## config.mk

```make
export PLATFORM = sky130hd
export DESIGN_NAME = wb_lsu_master
export DESIGN_NICKNAME = d
export VERILOG_FILES = /design/src/rtl/wb_lsu_pkg.sv /design/src/rtl/wb_lsu_master_lsu_align.sv /design/src/rtl/wb_lsu_master.sv
export SDC_FILE = /design/constraint.sdc
export NUM_CORES = 1
export LEC_CHECK = 0
export ABC_AREA = 1
export BUFFER_PORTS_ARGS = -buffer_cell sky130_fd_sc_hd__buf_2
export CORE_ASPECT_RATIO = 1.75
export CORE_MARGIN = 4
export CORE_UTILIZATION = 52
export CTS_CLUSTER_SIZE = 28
export DETAILED_ROUTE_END_ITERATION = 7
export GPL_TIMING_DRIVEN = 0
export PLACE_DENSITY = 0.8
export SYNTH_ARGS = -nofsm -noshare
export SYNTH_HDL_FRONTEND = slang
export SYNTH_HIERARCHICAL = 1
export SYNTH_SLANG_ARGS = --single-unit
```

## constraint.sdc

```tcl
create_clock -name clk -period 4.4 [get_ports clk]
set_input_delay 0.44 -clock clk [delete_from_list [all_inputs] [get_ports clk]]
set_output_delay 0.44 -clock clk [all_outputs]
set_load 0.1 [all_outputs]
```

## src/rtl/wb_lsu_pkg.sv

```systemverilog
// +----------------------------------------------------------------------------+
// | wb_lsu_pkg: shared types and constants for the Wishbone load/store master. |
// | Rev 1.0                                                                    |
// +----------------------------------------------------------------------------+
`default_nettype none

package wb_lsu_pkg;

  typedef enum logic [1:0] {
    IDLE  = 2'd0,
    BUS   = 2'd1,
    RETRY = 2'd2,
    DONE  = 2'd3
  } lsu_state_e;

  localparam logic [2:0] OP_B  = 3'b000;
  localparam logic [2:0] OP_H  = 3'b001;
  localparam logic [2:0] OP_W  = 3'b010;
  localparam logic [2:0] OP_BU = 3'b100;
  localparam logic [2:0] OP_HU = 3'b101;

  localparam logic [2:0] CTI_CLASSIC = 3'b000;
  localparam logic [1:0] BTE_LINEAR  = 2'b00;

endpackage

`default_nettype wire

```

## src/rtl/wb_lsu_master_lsu_align.sv

```systemverilog
// +----------------------------------------------------------------------------+
// | lsu_align: byte-lane steering for stores and load result formatting.       |
// | Rev 1.0                                                                    |
// +----------------------------------------------------------------------------+
`default_nettype none

module lsu_align
  import wb_lsu_pkg::*;
(
  input  logic [2:0]  op,
  input  logic [1:0]  addr_lo,
  input  logic        write,
  input  logic [31:0] wdata,
  input  logic [31:0] rdata_raw,
  output logic [3:0]  sel,
  output logic [31:0] wdata_aligned,
  output logic [31:0] rdata_fmt,
  output logic        misaligned,
  output logic        illegal
);

  logic [31:0] shifted;

  assign shifted = rdata_raw >> {addr_lo, 3'b000};

  always_comb begin
    sel           = 4'b0000;
    wdata_aligned = 32'd0;
    rdata_fmt     = 32'd0;
    misaligned    = 1'b0;
    illegal       = 1'b0;
    case (op)
      OP_B, OP_BU: begin
        sel           = 4'b0001 << addr_lo;
        wdata_aligned = {4{wdata[7:0]}};
        rdata_fmt     = (op == OP_B) ? {{24{shifted[7]}}, shifted[7:0]}
                                     : {24'd0, shifted[7:0]};
      end
      OP_H, OP_HU: begin
        sel           = addr_lo[1] ? 4'b1100 : 4'b0011;
        wdata_aligned = {2{wdata[15:0]}};
        rdata_fmt     = (op == OP_H) ? {{16{shifted[15]}}, shifted[15:0]}
                                     : {16'd0, shifted[15:0]};
        misaligned    = addr_lo[0];
      end
      OP_W: begin
        sel           = 4'b1111;
        wdata_aligned = wdata;
        rdata_fmt     = rdata_raw;
        misaligned    = |addr_lo;
      end
      default: illegal = 1'b1;
    endcase
    // Unsigned variants only exist for loads.
    if (write && (op == OP_BU || op == OP_HU)) begin
      illegal = 1'b1;
    end
    if (!write) begin
      wdata_aligned = 32'd0;
    end
  end

endmodule

`default_nettype wire

```

## src/rtl/wb_lsu_master.sv

```systemverilog
// +----------------------------------------------------------------------------+
// | wb_lsu_master: stalls the core while one classic Wishbone cycle completes. |
// | Rev 1.0                                                                    |
// +----------------------------------------------------------------------------+
`default_nettype none

module wb_lsu_master
  import wb_lsu_pkg::*;
#(
  parameter int TIMEOUT_CYCLES = 255,
  parameter int RETRY_LIMIT    = 4
) (
  input  logic        clk,
  input  logic        rst,
  input  logic [31:0] proc_addr,
  input  logic [31:0] proc_wdata,
  input  logic        proc_write,
  input  logic        proc_read,
  input  logic [2:0]  proc_op,
  output logic [31:0] proc_rdata,
  output logic        proc_stall_pipl,
  output logic        proc_err,
  output logic [31:0] wb_adr_o,
  output logic [31:0] wb_dat_o,
  output logic [3:0]  wb_sel_o,
  output logic        wb_we_o,
  output logic        wb_cyc_o,
  output logic        wb_stb_o,
  output logic [2:0]  wb_cti_o,
  output logic [1:0]  wb_bte_o,
  input  logic [31:0] wb_dat_i,
  input  logic        wb_ack_i,
  input  logic        wb_err_i,
  input  logic        wb_rty_i
);

  localparam int TW = (TIMEOUT_CYCLES > 1) ? $clog2(TIMEOUT_CYCLES) : 1;
  localparam int RW = (RETRY_LIMIT > 0) ? $clog2(RETRY_LIMIT + 1) : 1;
  localparam logic [TW-1:0] TMO_LAST = TW'((TIMEOUT_CYCLES > 0) ? TIMEOUT_CYCLES - 1 : 0);
  localparam logic [RW-1:0] RTY_MAX  = RW'(RETRY_LIMIT);

  lsu_state_e  state_q, state_d;
  logic [31:0] adr_q, adr_d;
  logic [1:0]  off_q, off_d;
  logic [2:0]  op_q, op_d;
  logic        we_q, we_d;
  logic [3:0]  sel_q, sel_d;
  logic [31:0] dat_q, dat_d;
  logic [31:0] rdata_q, rdata_d;
  logic        err_q, err_d;
  logic [TW-1:0] tmo_q, tmo_d;
  logic [RW-1:0] rty_q, rty_d;

  logic        req;
  logic        in_idle;
  logic [2:0]  al_op;
  logic [1:0]  al_off;
  logic        al_write;
  logic [3:0]  al_sel;
  logic [31:0] al_wdata;
  logic [31:0] al_rdata;
  logic        al_misaligned;
  logic        al_illegal;

  assign req     = proc_read | proc_write;
  assign in_idle = (state_q == IDLE);

  // While idle the aligner looks at the incoming request; afterwards at the latched one.
  assign al_op    = in_idle ? proc_op         : op_q;
  assign al_off   = in_idle ? proc_addr[1:0]  : off_q;
  assign al_write = in_idle ? proc_write      : we_q;

  lsu_align u_align (
    .op            (al_op),
    .addr_lo       (al_off),
    .write         (al_write),
    .wdata         (proc_wdata),
    .rdata_raw     (wb_dat_i),
    .sel           (al_sel),
    .wdata_aligned (al_wdata),
    .rdata_fmt     (al_rdata),
    .misaligned    (al_misaligned),
    .illegal       (al_illegal)
  );

  always_ff @(posedge clk or posedge rst) begin
    if (rst) begin
      state_q <= IDLE;
      adr_q   <= 32'd0;
      off_q   <= 2'd0;
      op_q    <= 3'd0;
      we_q    <= 1'b0;
      sel_q   <= 4'd0;
      dat_q   <= 32'd0;
      rdata_q <= 32'd0;
      err_q   <= 1'b0;
      tmo_q   <= '0;
      rty_q   <= '0;
    end else begin
      state_q <= state_d;
      adr_q   <= adr_d;
      off_q   <= off_d;
      op_q    <= op_d;
      we_q    <= we_d;
      sel_q   <= sel_d;
      dat_q   <= dat_d;
      rdata_q <= rdata_d;
      err_q   <= err_d;
      tmo_q   <= tmo_d;
      rty_q   <= rty_d;
    end
  end

  always_comb begin
    state_d = state_q;
    adr_d   = adr_q;
    off_d   = off_q;
    op_d    = op_q;
    we_d    = we_q;
    sel_d   = sel_q;
    dat_d   = dat_q;
    rdata_d = rdata_q;
    err_d   = 1'b0;
    tmo_d   = tmo_q;
    rty_d   = rty_q;
    case (state_q)
      IDLE: begin
        if (req) begin
          adr_d = {proc_addr[31:2], 2'b00};
          off_d = proc_addr[1:0];
          op_d  = proc_op;
          we_d  = proc_write;
          sel_d = al_sel;
          dat_d = al_wdata;
          tmo_d = '0;
          rty_d = '0;
          if (al_illegal || al_misaligned) begin
            rdata_d = 32'd0;
            err_d   = 1'b1;
            state_d = DONE;
          end else begin
            state_d = BUS;
          end
        end
      end
      BUS: begin
        if (wb_err_i) begin
          rdata_d = 32'd0;
          err_d   = 1'b1;
          state_d = DONE;
        end else if (wb_ack_i) begin
          if (!we_q) begin
            rdata_d = al_rdata;
          end
          state_d = DONE;
        end else if (wb_rty_i) begin
          if (rty_q == RTY_MAX) begin
            rdata_d = 32'd0;
            err_d   = 1'b1;
            state_d = DONE;
          end else begin
            rty_d   = rty_q + RW'(1);
            state_d = RETRY;
          end
        end else if ((TIMEOUT_CYCLES != 0) && (tmo_q == TMO_LAST)) begin
          rdata_d = 32'd0;
          err_d   = 1'b1;
          state_d = DONE;
        end else begin
          tmo_d = tmo_q + TW'(1);
        end
      end
      RETRY: begin
        tmo_d   = '0;
        state_d = BUS;
      end
      default: state_d = IDLE;
    endcase
  end

  // Stall is gated by rst so a reset releases the pipeline even with a request held.
  always_comb begin
    proc_stall_pipl = !rst && ((in_idle && req) || (state_q == BUS) || (state_q == RETRY));
    wb_cyc_o        = (state_q == BUS);
    wb_stb_o        = (state_q == BUS);
    wb_adr_o        = adr_q;
    wb_dat_o        = dat_q;
    wb_sel_o        = sel_q;
    wb_we_o         = we_q;
    wb_cti_o        = CTI_CLASSIC;
    wb_bte_o        = BTE_LINEAR;
    proc_rdata      = rdata_q;
    proc_err        = err_q;
  end

endmodule

`default_nettype wire

```

=== Word level (Yosys, flattened, before mapping) ===
Index checks and enable logic that the tools add are counted.

* Flip-flop bits (word level): 118
* Logic and storage cells: 106

* Bitwise gates (word level): 1
* Multiplexer cells: 50
* Shift operators: 2
* Equality and inequality tests: 19
* Reduce and logical (&&, ||, !) cells: 21
* Add/subtract/negate cells: 2

{| class="wikitable"
|+ Operators by type and width
! cell !! count
|-
| $mux 32 || 11
|-
| $pmux 32 s3 || 2
|-
| $pmux 32 s2 || 1
|-
| $mux 8 || 5
|-
| $shr 32x5->16 || 1
|-
| $pmux 8 s3 || 1
|-
| $mux 3 || 6
|-
| $reduce_and 6->1 || 3
|-
| $mux 2 || 7
|-
| $ne 2x2->1 const B || 6
|-
| $pmux 4 s3 || 1
|-
| $mux 1 || 11
|-
| $eq 3x3->1 const B || 3
|-
| $add 8x1->8 const B || 1
|-
| $eq 8x8->1 const B || 1
|-
| $pmux 2 s3 || 1
|-
| $pmux 3 s2 || 1
|-
| $reduce_or 2->1 || 3
|-
| $ne 5x1->1 const B || 1
|-
| $ne 5x4->1 const B || 1
|-
| $reduce_or 5->1 || 1
|-
| $logic_or 1x1->1 || 4
|-
| $mux 4 || 1
|-
| $ne 2x1->1 const B || 2
|-
| 16 further kinds || 20
|}

=== Logic depth before layout (Yosys ltp) ===
Gate-level depths: netlist of the first run.

* Depth in word-level cells: 10
* Gate-level depth with buffers: 19
* Depth with buffers taken out: 17

=== Hierarchy ===
Netlist of the first run, hierarchy kept.

{| class="wikitable"
|+ Modules (own cells, without submodules)
! module !! area an instance (µm²) !! times used !! cells each !! sequential area each (µm²)
|-
| wb_lsu_master || 5312.6 || 1 || 680 || 2952.8
|-
| lsu_align || 1322.5 || 1 || 308 || 0.0
|}

=== Worst setup path before layout of the first run ===
No wires, ideal clock.

* Path kind: register to register
* From: register state_q[0]
* To: register rdata_q[0], in the netlist proc_rdata[0]
* Data arrival time: 2.948 ns
* Cell stages (with the launch flop): 17
* Path slack: 1.330 ns
* Required time: 4.278 ns
* Clock period less this slack: 3.070 ns
* Setup time: 0.122 ns
* Cells stage by stage: dfrtp_1 > nor2_1 > clkinv_1 > o21ai_0 > inv_2 > clkbuf_1 > o22ai_1 > inv_1 > nand2_1 > nand2_1 > nand2_1 > nand2_1 > nor2_4 > nand2_2 > buf_6 > nand2_1 > nand2_1

* Word-level cells in the longest chain between the ends: 9

{| class="wikitable"
|+ Ends and longest elaborated chain
! item !! RTL line !! RTL
|-
| start, declared || wb_lsu_master.sv:42 || <nowiki>lsu_state_e state_q, state_d;</nowiki>
|-
| start signal, assigned || wb_lsu_master.sv:100 || <nowiki>state_q <= state_d;</nowiki>
|-
| $logic_not 2->1 (*) || wb_lsu_master.sv:66 || <nowiki>assign in_idle = (state_q == IDLE);</nowiki>
|-
| $mux 3 (*) || wb_lsu_master.sv:69 || <nowiki>assign al_op = in_idle ? proc_op : op_q;</nowiki>
|-
| net al_op[1] || wb_lsu_master.sv:56 || <nowiki>logic [2:0] al_op;</nowiki>
|-
| $eq 3x2->1, or another cell as far along || wb_lsu_master_lsu_align.sv:32 || <nowiki>case (op)</nowiki>
|-
| $reduce_or 5->1 (no source line) / $logic_or 1x1->1 (equally long branches) || - ||
|-
| $mux 1 / $logic_and 1x1->1 (equally long branches) || wb_lsu_master_lsu_align.sv:32, wb_lsu_master_lsu_align.sv:55 ||
|-
| $mux 1 (*) || wb_lsu_master_lsu_align.sv:55 || <nowiki>if (write && (op == OP_BU || op == OP_HU)) begin</nowiki>
|-
| net al_illegal || wb_lsu_master.sv:63 || <nowiki>logic al_illegal;</nowiki>
|-
| $logic_or 1x1->1 (*) || wb_lsu_master.sv:137 || <nowiki>if (al_illegal || al_misaligned) begin</nowiki>
|-
| $ne 2x1->1 (no source line) (*) || - ||
|-
| $reduce_and 6->1 (no source line) (*) || - ||
|-
| end signal, assigned || wb_lsu_master.sv:107 || <nowiki>rdata_q <= rdata_d;</nowiki>
|-
| end, declared || wb_lsu_master.sv:49 || <nowiki>logic [31:0] rdata_q, rdata_d;</nowiki>
|}

The timed path passes the listed nets; every way through them passes the cells marked *. The select of a mux whose other input is x is not followed.
A chain may end at the register's enable or synchronous reset.

=== Worst setup path after layout of the first run ===
* From: register state_q[0]
* To: register rdata_q[6], in the netlist proc_rdata[6]

The elaborated chain is that of the path after synthesis.

==> results of run 1 <==
[cell type report]
cell class / instances / area, sq um / share of cell area
antenna: 3 / 7.51 / 0.000880
buffer: 50 / 308 / 0.0361
clock inverter: 15 / 159 / 0.0186
multi-input combinational: 735 / 3050 / 0.358
tap: 168 / 210 / 0.0246
sequential: 118 / 2950 / 0.346
inverter: 91 / 348 / 0.0408
timing repair buffer: 209 / 1070 / 0.125
clock buffer: 17 / 425 / 0.0499
[layout by cell type (no fill, tap or decap)]
master	synthesis	final
o21ai_1	1	1
inv_1	79	78
ha_1	4	4
diode_2	0	3
bufinv_16	0	1
inv_6	0	6
buf_4	14	14
clkinv_1	2	2
a21oi_4	1	1
o21ai_2	2	2
clkbuf_1	10	10
nand4_1	1	1
nor2_4	3	3
buf_16	0	1
clkinv_2	1	1
buf_6	6	6
nand3_1	83	83
inv_8	0	4
nor3_1	1	1
nand2_2	4	4
dfrtp_1	118	118
o22ai_1	1	1
buf_1	2	2
nor2_1	65	65
and2_1	2	2
o21bai_1	1	1
nor3b_1	1	1
nor2_2	5	5
inv_2	9	9
buf_2	18	226
conb_1	1	7
nand3b_1	1	1
nand3_4	1	1
clkbuf_16	0	17
o21ai_0	18	18
clkinv_4	0	2
clkinvlp_4	0	3
nand2_1	510	510
a21oi_1	23	23
[kinds of logic after synthesis]
family	after synthesis
buffers and inverters	141
other	1
AND/OR/NAND/NOR	677
AO/OA/AOI/OAI	47
flip-flops	118
adder cells (fa/ha/maj)	4
[worst reg2reg max path: cells and delay by family (launching register included)]
family | cells | cell delay (ns)
AO/OA/AOI/OAI | 2 | 1.13
buffers and inverters | 5 | 1.19
flip-flops | 1 | 0.43
AND/OR/NAND/NOR | 9 | 1.13
[worst max path at each step]
stage | startpoint | endpoint | cells after the start
global placement | rst | wb_dat_o[4]$_DFFE_PP0P_ | 2
global route | state_q[0]$_DFFE_PP0P_ | proc_rdata[6]$_DFFE_PP0P_ | 16
finish | state_q[0]$_DFFE_PP0P_ | proc_rdata[6]$_DFFE_PP0P_ | 16
floorplan | rst | off_q[0]$_DFFE_PP0P_ | 1
detailed placement | state_q[0]$_DFFE_PP0P_ | proc_rdata[6]$_DFFE_PP0P_ | 16
CTS | state_q[0]$_DFFE_PP0P_ | proc_rdata[7]$_DFFE_PP0P_ | 16
[metrics by stage]
stage / utilization / TNS, ns
after detailed placement: 0.635 / 0
after floorplan: - / 0
final: 0.683 / 0
after global routing: 0.683 / 0
after CTS: 0.682 / 0
after global placement: 0.633 / -59.95
[flip-flops by register name, indices dropped and copies added (netlist names)]
register,flops
wb_sel_o,4
wb_adr_o,30
rty_q,3
off_q,2
op_q,3
wb_we_o,1
tmo_q,8
proc_err,1
wb_dat_o,32
state_q,2
proc_rdata,32
[layer usage]
metal / wire (um) / up-vias
li1: - / 3463
met1: 7100 / 3094
met2: 10300 / 269
met3: 1400 / 46
met4: 558 / 0
met5: 0 / -
==> Flow_metrics.wiki, run 1 <==
{| class="wikitable"
! Metric !! Value
|-
| Highest-utilization routing layer at the global route stage || met2
|-
| Setup fix buffers added after clock tree synthesis || 0
|-
| R2R Path End || proc_rdata[6]$_DFFE_PP0P_
|-
| GR Util met2 || 0.482
|-
| Most frequent cell after synthesis || nand2_1
|-
| Dominant cell type by count on the critical path || nand2_1
|-
| Total iterations of the first detailed-routing run || 5
|-
| Multiplexer share of the synthesized area || 0
|-
| Cell with the biggest individual delay on the critical path || o21ai_0
|-
| Global-route wire length before repair || 30800 um
|-
| Share of layout cells above drive strength 1 || 0.248
|-
| Avg Cell Area, Syn || 6.72 sq um
|-
| Clock-pin slew of the registers on the worst-case setup and hold paths || 0.06 ns
|-
| Path category of the worst min-delay check || in2async
|-
| Largest cells by area after synthesis || dfrtp_1 (45%), nand2_1 (29%), nand3_1 (6.3%), inv_1 (4.5%), nor2_1 (3.7%)
|-
| Number of standard cells in the final layout excluding fillers || 1406
|-
| WL/cell || 13.7 um
|-
| Count of distinct cell types in the synthesized netlist || 31
|-
| Pins over their slew limit || 0
|-
| Sinks on the clock net || 118
|-
| Number of cell instances on the worst register-to-register path || 16
|-
| Final-stage net count || 1332
|-
| # IOs || 216
|-
| Post-DR vias/cell || 4.89
|-
| Max Clk Rate || 250 MHz
|-
| Number of buffers added by the clock tree synthesis step || 17
|-
| Remaining max-slew budget at the tightest pin || 0.263
|-
| Flop-to-flop setup slack || 0.41 ns
|-
| Worst Setup End Kind || register
|-
| Count of port buffers added during placement || 208
|-
| Number of global-route vias before repair || 6547
|-
| Number of synthesis warnings || 6
|-
| Pin count of the biggest net entering global routing || 85
|-
| Vertical extent of the die || 157 um
|-
| Proportion of register bits with asynchronous set or reset after synthesis || 1.00
|-
| Cell area after synthesis || 6640 sq um
|-
| Simple-gate share of the synthesized area || 0.410
|-
| RSZ-0062 raised after global routing || no
|-
| Placed Area || 7940 sq um
|-
| Clock skew || 0.00955 ns
|-
| Final estimated routing congestion in global placement || 0.908
|-
| Crit path arrival time || 4.29 ns
|-
| Launch instance of the worst register-to-register path || state_q[0]$_DFFE_PP0P_
|-
| Setup ws final || 0.407 ns
|-
| Die Span X || 93.4 um
|-
| Post-synthesis register bit count || 118
|-
| CTS hold repair buffers || 0
|-
| Cell type with the largest total area after synthesis || dfrtp_1
|-
| Clock root cell || clkbuf_16
|-
| Cell-by-cell trace of the critical path || nor2_1 -> clkinv_1 -> o21ai_0 -> inv_2 -> clkbuf_1 -> o22ai_1 -> inv_1 -> nand2_1 -> nand2_1 -> nand2_1 -> nand2_1 -> nor2_4 -> nand2_2 -> buf_6 -> nand2_1 -> nand2_1
|-
| Worst-margin pin slew || 1.09 ns
|-
| Total congestion overflow || 0
|-
| Number of DRC markers in iteration 0 || 308
|-
| Post-Place Cells || 1371
|-
| Pre-CTS setup slack || 0.437 ns
|-
| Count of fill cells added during filler insertion || 1144
|-
| Critical path peak fanout || 10
|-
| Seq/Total Area, Yosys || 0.445
|-
| Layout area overhead || 28.6%
|-
| Placeable core region || 12500 sq um
|-
| DRC violations left || 0
|-
| Number of instances in the synthesized netlist || 988
|-
| Clock latency on the worst-skew pair || 0.41 ns
|-
| Share of the clock period used by the worst path || 0.907
|-
| Setup Crit Path Kind || reg2reg
|-
| Critical Path Source Type || register
|-
| Met3 Use GR || 0.0555
|-
| Adder-cell area share of the yosys netlist || 0.00754
|-
| Buffers from clock root to sink, at most || 2
|-
| Largest stage delay on the critical path || 0.93 ns
|-
| Via Count || 6872
|-
| CTS tree || built
|-
| Largest family of logic cells by synthesized area || simple AND/OR/NAND/NOR gates
|-
| Area share of the leading cell type in the synthesized netlist || 0.445
|-
| HPWL Detailed || 14800 um
|-
| Top FF cell, synth || dfrtp_1
|-
| Worst path required time || 4.70 ns
|-
| MaxCap Viol Count || 0
|-
| Cell area after layout || 8530 sq um
|-
| Die area || 14700 sq um
|-
| Total detailed-routing wirelength || 19300 um
|-
| Family with the most delay on the worst path || buffers and inverters
|-
| DRT antenna net count || 0
|-
| Antenna violations before repair || 3
|-
| Met1 Resource Use GR || 0.290
|-
| WHS || 0.0125 ns
|-
| CTS-repair resized insts || 0
|-
| Setup violations, final || 0
|-
| Row Count || 54
|-
| Total buffers and inverters traversed by the critical path || 5
|-
| All-Layer GR Usage || 0.265
|-
| Share of the synthesized area in compound gates (AO/OA/AOI/OAI) || 0.0388
|-
| Crit path time final || 3.99 ns
|-
| Maximum level of the CTS H-tree || 4
|-
| Number of synthesized flops with an enable pin || 0
|-
| Synth Area in XOR/XNOR || 0
|-
| Top cells by count, synth || nand2_1 (510), dfrtp_1 (118), nand3_1 (83)
|-
| Fin. Hold Viols || 0
|-
| Initial core utilization || 0.531
|-
| Status || complete, no violations
|}
Power of run 1 is not shown: default switching activity piles up to over one toggle a cycle in this logic, so the estimate is an artifact.
==> inputs of run 2 (changes only) <==
--- a/config.mk
+++ b/config.mk
@@ -9,11 +9,11 @@
 export BUFFER_PORTS_ARGS = -buffer_cell sky130_fd_sc_hd__buf_2
 export CORE_ASPECT_RATIO = 1.75
 export CORE_MARGIN = 4
-export CORE_UTILIZATION = 52
+export CORE_UTILIZATION = 47
 export CTS_CLUSTER_SIZE = 28
 export DETAILED_ROUTE_END_ITERATION = 7
 export GPL_TIMING_DRIVEN = 0
-export PLACE_DENSITY = 0.8
+export PLACE_DENSITY = 0.76
 export SYNTH_ARGS = -nofsm -noshare
 export SYNTH_HDL_FRONTEND = slang
 export SYNTH_HIERARCHICAL = 1
==> constraint.sdc (replaced) <==
create_clock -name clk -period 3.2 [get_ports clk]
set_input_delay 0.32 -clock clk [delete_from_list [all_inputs] [get_ports clk]]
set_output_delay 0.32 -clock clk [all_outputs]
set_load 0.1 [all_outputs]
==> run 2 against run 1 <==
Fmax grew 37%; setup slack lost 0.11 ns; worst hold slack gained 0.077 ns.
==> Flow_metrics.wiki, run 2 (synthesis gave the netlist of run 1 again) <==
{| class="wikitable"
! Metric !! Value
|-
| Status || complete, no violations
|-
| Maximum level of the CTS H-tree || 4
|-
| CP startpoint || state_q[0]$_DFFE_PP0P_
|-
| Number of cell instances on the worst register-to-register path || 18
|-
| Crit path time final || 2.90 ns
|-
| Buffers from clock root to sink, at most || 2
|-
| R2R Path End || proc_rdata[8]$_DFFE_PP0P_
|-
| Worst-margin pin slew || 0.640 ns
|-
| Clock skew || 0.00806 ns
|-
| Post-DR vias/cell || 4.85
|-
| Row Count || 57
|-
| Met3 Use GR || 0.0492
|-
| MaxCap Viol Count || 0
|-
| Number of global-route vias before repair || 6666
|-
| Worst path required time || 3.51 ns
|-
| Area taken by flip-flops and latches || 2950 sq um
|-
| Setup fix buffers added after clock tree synthesis || 0
|-
| Number of buffers added by the clock tree synthesis step || 17
|-
| DRC violations left || 0
|-
| Pins over their slew limit || 0
|-
| Clock latency on the worst-skew pair || 0.42 ns
|-
| Initial core utilization || 0.480
|-
| WHS || 0.0891 ns
|-
| Largest stage delay on the critical path || 0.45 ns
|-
| Cell with the biggest individual delay on the critical path || dfrtp_1
|-
| # IOs || 216
|-
| CTS tree || built
|-
| Global-route wire length before repair || 31300 um
|-
| Highest-utilization routing layer at the global route stage || met2
|-
| RSZ-0062 raised after global routing || no
|-
| Family with the most delay on the worst path || simple AND/OR/NAND/NOR gates
|-
| Pre-CTS setup slack || -0.673 ns
|-
| Placed Area || 7980 sq um
|-
| HPWL Detailed || 15200 um
|-
| Count of port buffers added during placement || 208
|-
| Flop-to-flop setup slack || 0.30 ns
|-
| Placeable core region || 13800 sq um
|-
| Instance count on the critical path || 18
|-
| Path category of the worst min-delay check || in2reg
|-
| Launch instance of the worst register-to-register path || state_q[0]$_DFFE_PP0P_
|-
| Setup Crit Path Kind || reg2reg
|-
| WL/cell || 13.9 um
|-
| Die Span X || 97.8 um
|-
| Total buffers and inverters traversed by the critical path || 5
|-
| Combined area of the multi-input logic cells || 3090 sq um
|-
| Total congestion overflow || 0
|-
| Setup violations, final || 0
|-
| Share of layout cells above drive strength 1 || 0.253
|-
| Layout area overhead || 30.5%
|-
| Number of DRC markers in iteration 0 || 363
|-
| Fin. Hold Viols || 0
|-
| Antenna violations before repair || 3
|-
| Share of the clock period used by the worst path || 0.908
|-
| Share of the core filled with cells || 0.626
|-
| Met1 Resource Use GR || 0.266
|-
| Remaining max-slew budget at the tightest pin || 0.571
|-
| Leading cell type in the layout, fill and taps excluded || nand2_1
|-
| Cell area after layout || 8660 sq um
|-
| GR Util met2 || 0.444
|-
| Vertical extent of the die || 165 um
|-
| Dominant cell type by count on the critical path || nand2_1
|-
| Worst Setup End Kind || register
|-
| Worst setup endpoint || proc_rdata[8]$_DFFE_PP0P_
|-
| Sinks on the clock net || 118
|-
| Critical Path Source Type || register
|-
| Setup ws final || 0.295 ns
|-
| Final estimated routing congestion in global placement || 0.935
|-
| Pin count of the biggest net entering global routing || 42
|-
| Clock-pin slew of the registers on the worst-case setup and hold paths || 0.06 ns
|-
| DRT antenna net count || 0
|-
| Max Clk Rate || 344 MHz
|-
| Critical path peak fanout || 10
|-
| Final-stage net count || 1335
|-
| Clock root cell || clkbuf_16
|-
| Most frequent cells in the layout || nand2_1 (510), buf_2 (225), dfrtp_1 (118)
|-
| Die area || 16200 sq um
|-
| All-Layer GR Usage || 0.242
|-
| Total iterations of the first detailed-routing run || 7
|-
| Cell-by-cell trace of the critical path || nor2_4 -> inv_4 -> o21ai_2 -> inv_1 -> nor2_4 -> clkbuf_4 -> nand2_1 -> a21oi_1 -> inv_1 -> nand2_1 -> nand2_1 -> nand2_1 -> nand2_1 -> nor2_4 -> nand2_2 -> buf_6 -> nand2_1 -> nand2_1
|-
| Via Count || 6881
|-
| Count of fill cells added during filler insertion || 1350
|-
| Total detailed-routing wirelength || 19800 um
|-
| Crit path arrival time || 3.21 ns
|}
==> run 2: how the worst min path moves through the flow <==
stage,start,end,cells after the start
global route,proc_addr[2],wb_adr_o[2]$_DFFE_PP0P_,3
global placement,proc_rdata[1]$_DFFE_PP0P_,proc_rdata[1]$_DFFE_PP0P_,2
finish,proc_addr[10],wb_adr_o[10]$_DFFE_PP0P_,3
CTS,proc_addr[10],wb_adr_o[10]$_DFFE_PP0P_,3
floorplan,proc_addr[10],wb_adr_o[10]$_DFFE_PP0P_,2
detailed placement,rst,wb_adr_o[18]$_DFFE_PP0P_,2
==> run 2: repair_timing <==
action | in CTS | in global routing
endpoints found under the hold margin | 13 | 0
resized for setup | 8 | 6
hold buffers | 1 | 0
setup endpoints to repair | 33 | 32
==> run 2: layer usage <==
metal	vias up	wire length [um]
met3	52	1280
met4	0	707
met1	3100	7450
met5	-	0
met2	257	10300
li1	3472	-
==> run 2: worst reg2reg max path, delay by kind of cell, from the launching register on <==
family	cells	cell delay [ns]
buffers and inverters	5	0.73
AO/OA/AOI/OAI	2	0.30
flip-flops	1	0.45
AND/OR/NAND/NOR	11	1.32
==> run 2: metrics by stage <==
step / setup TNS [ns] / cells
floorplan: 0 / 994
global placement: -20.91 / 1379
detailed placement: -20.81 / 1382
CTS: 0 / 1415
global route: 0 / 1418
finish: 0 / 1418
==> run 2: final cells by class <==
cell class	count	share of cell area
diodes	3	0.000867
plain buffers	50	0.0358
clock buffers	17	0.0491
clock inverters	15	0.0220
inverters	91	0.0403
multi-input cells	735	0.357
flip-flops and latches	118	0.341
well taps	177	0.0256
repair buffers	212	0.128
Power of run 2 is left out for the same reason.
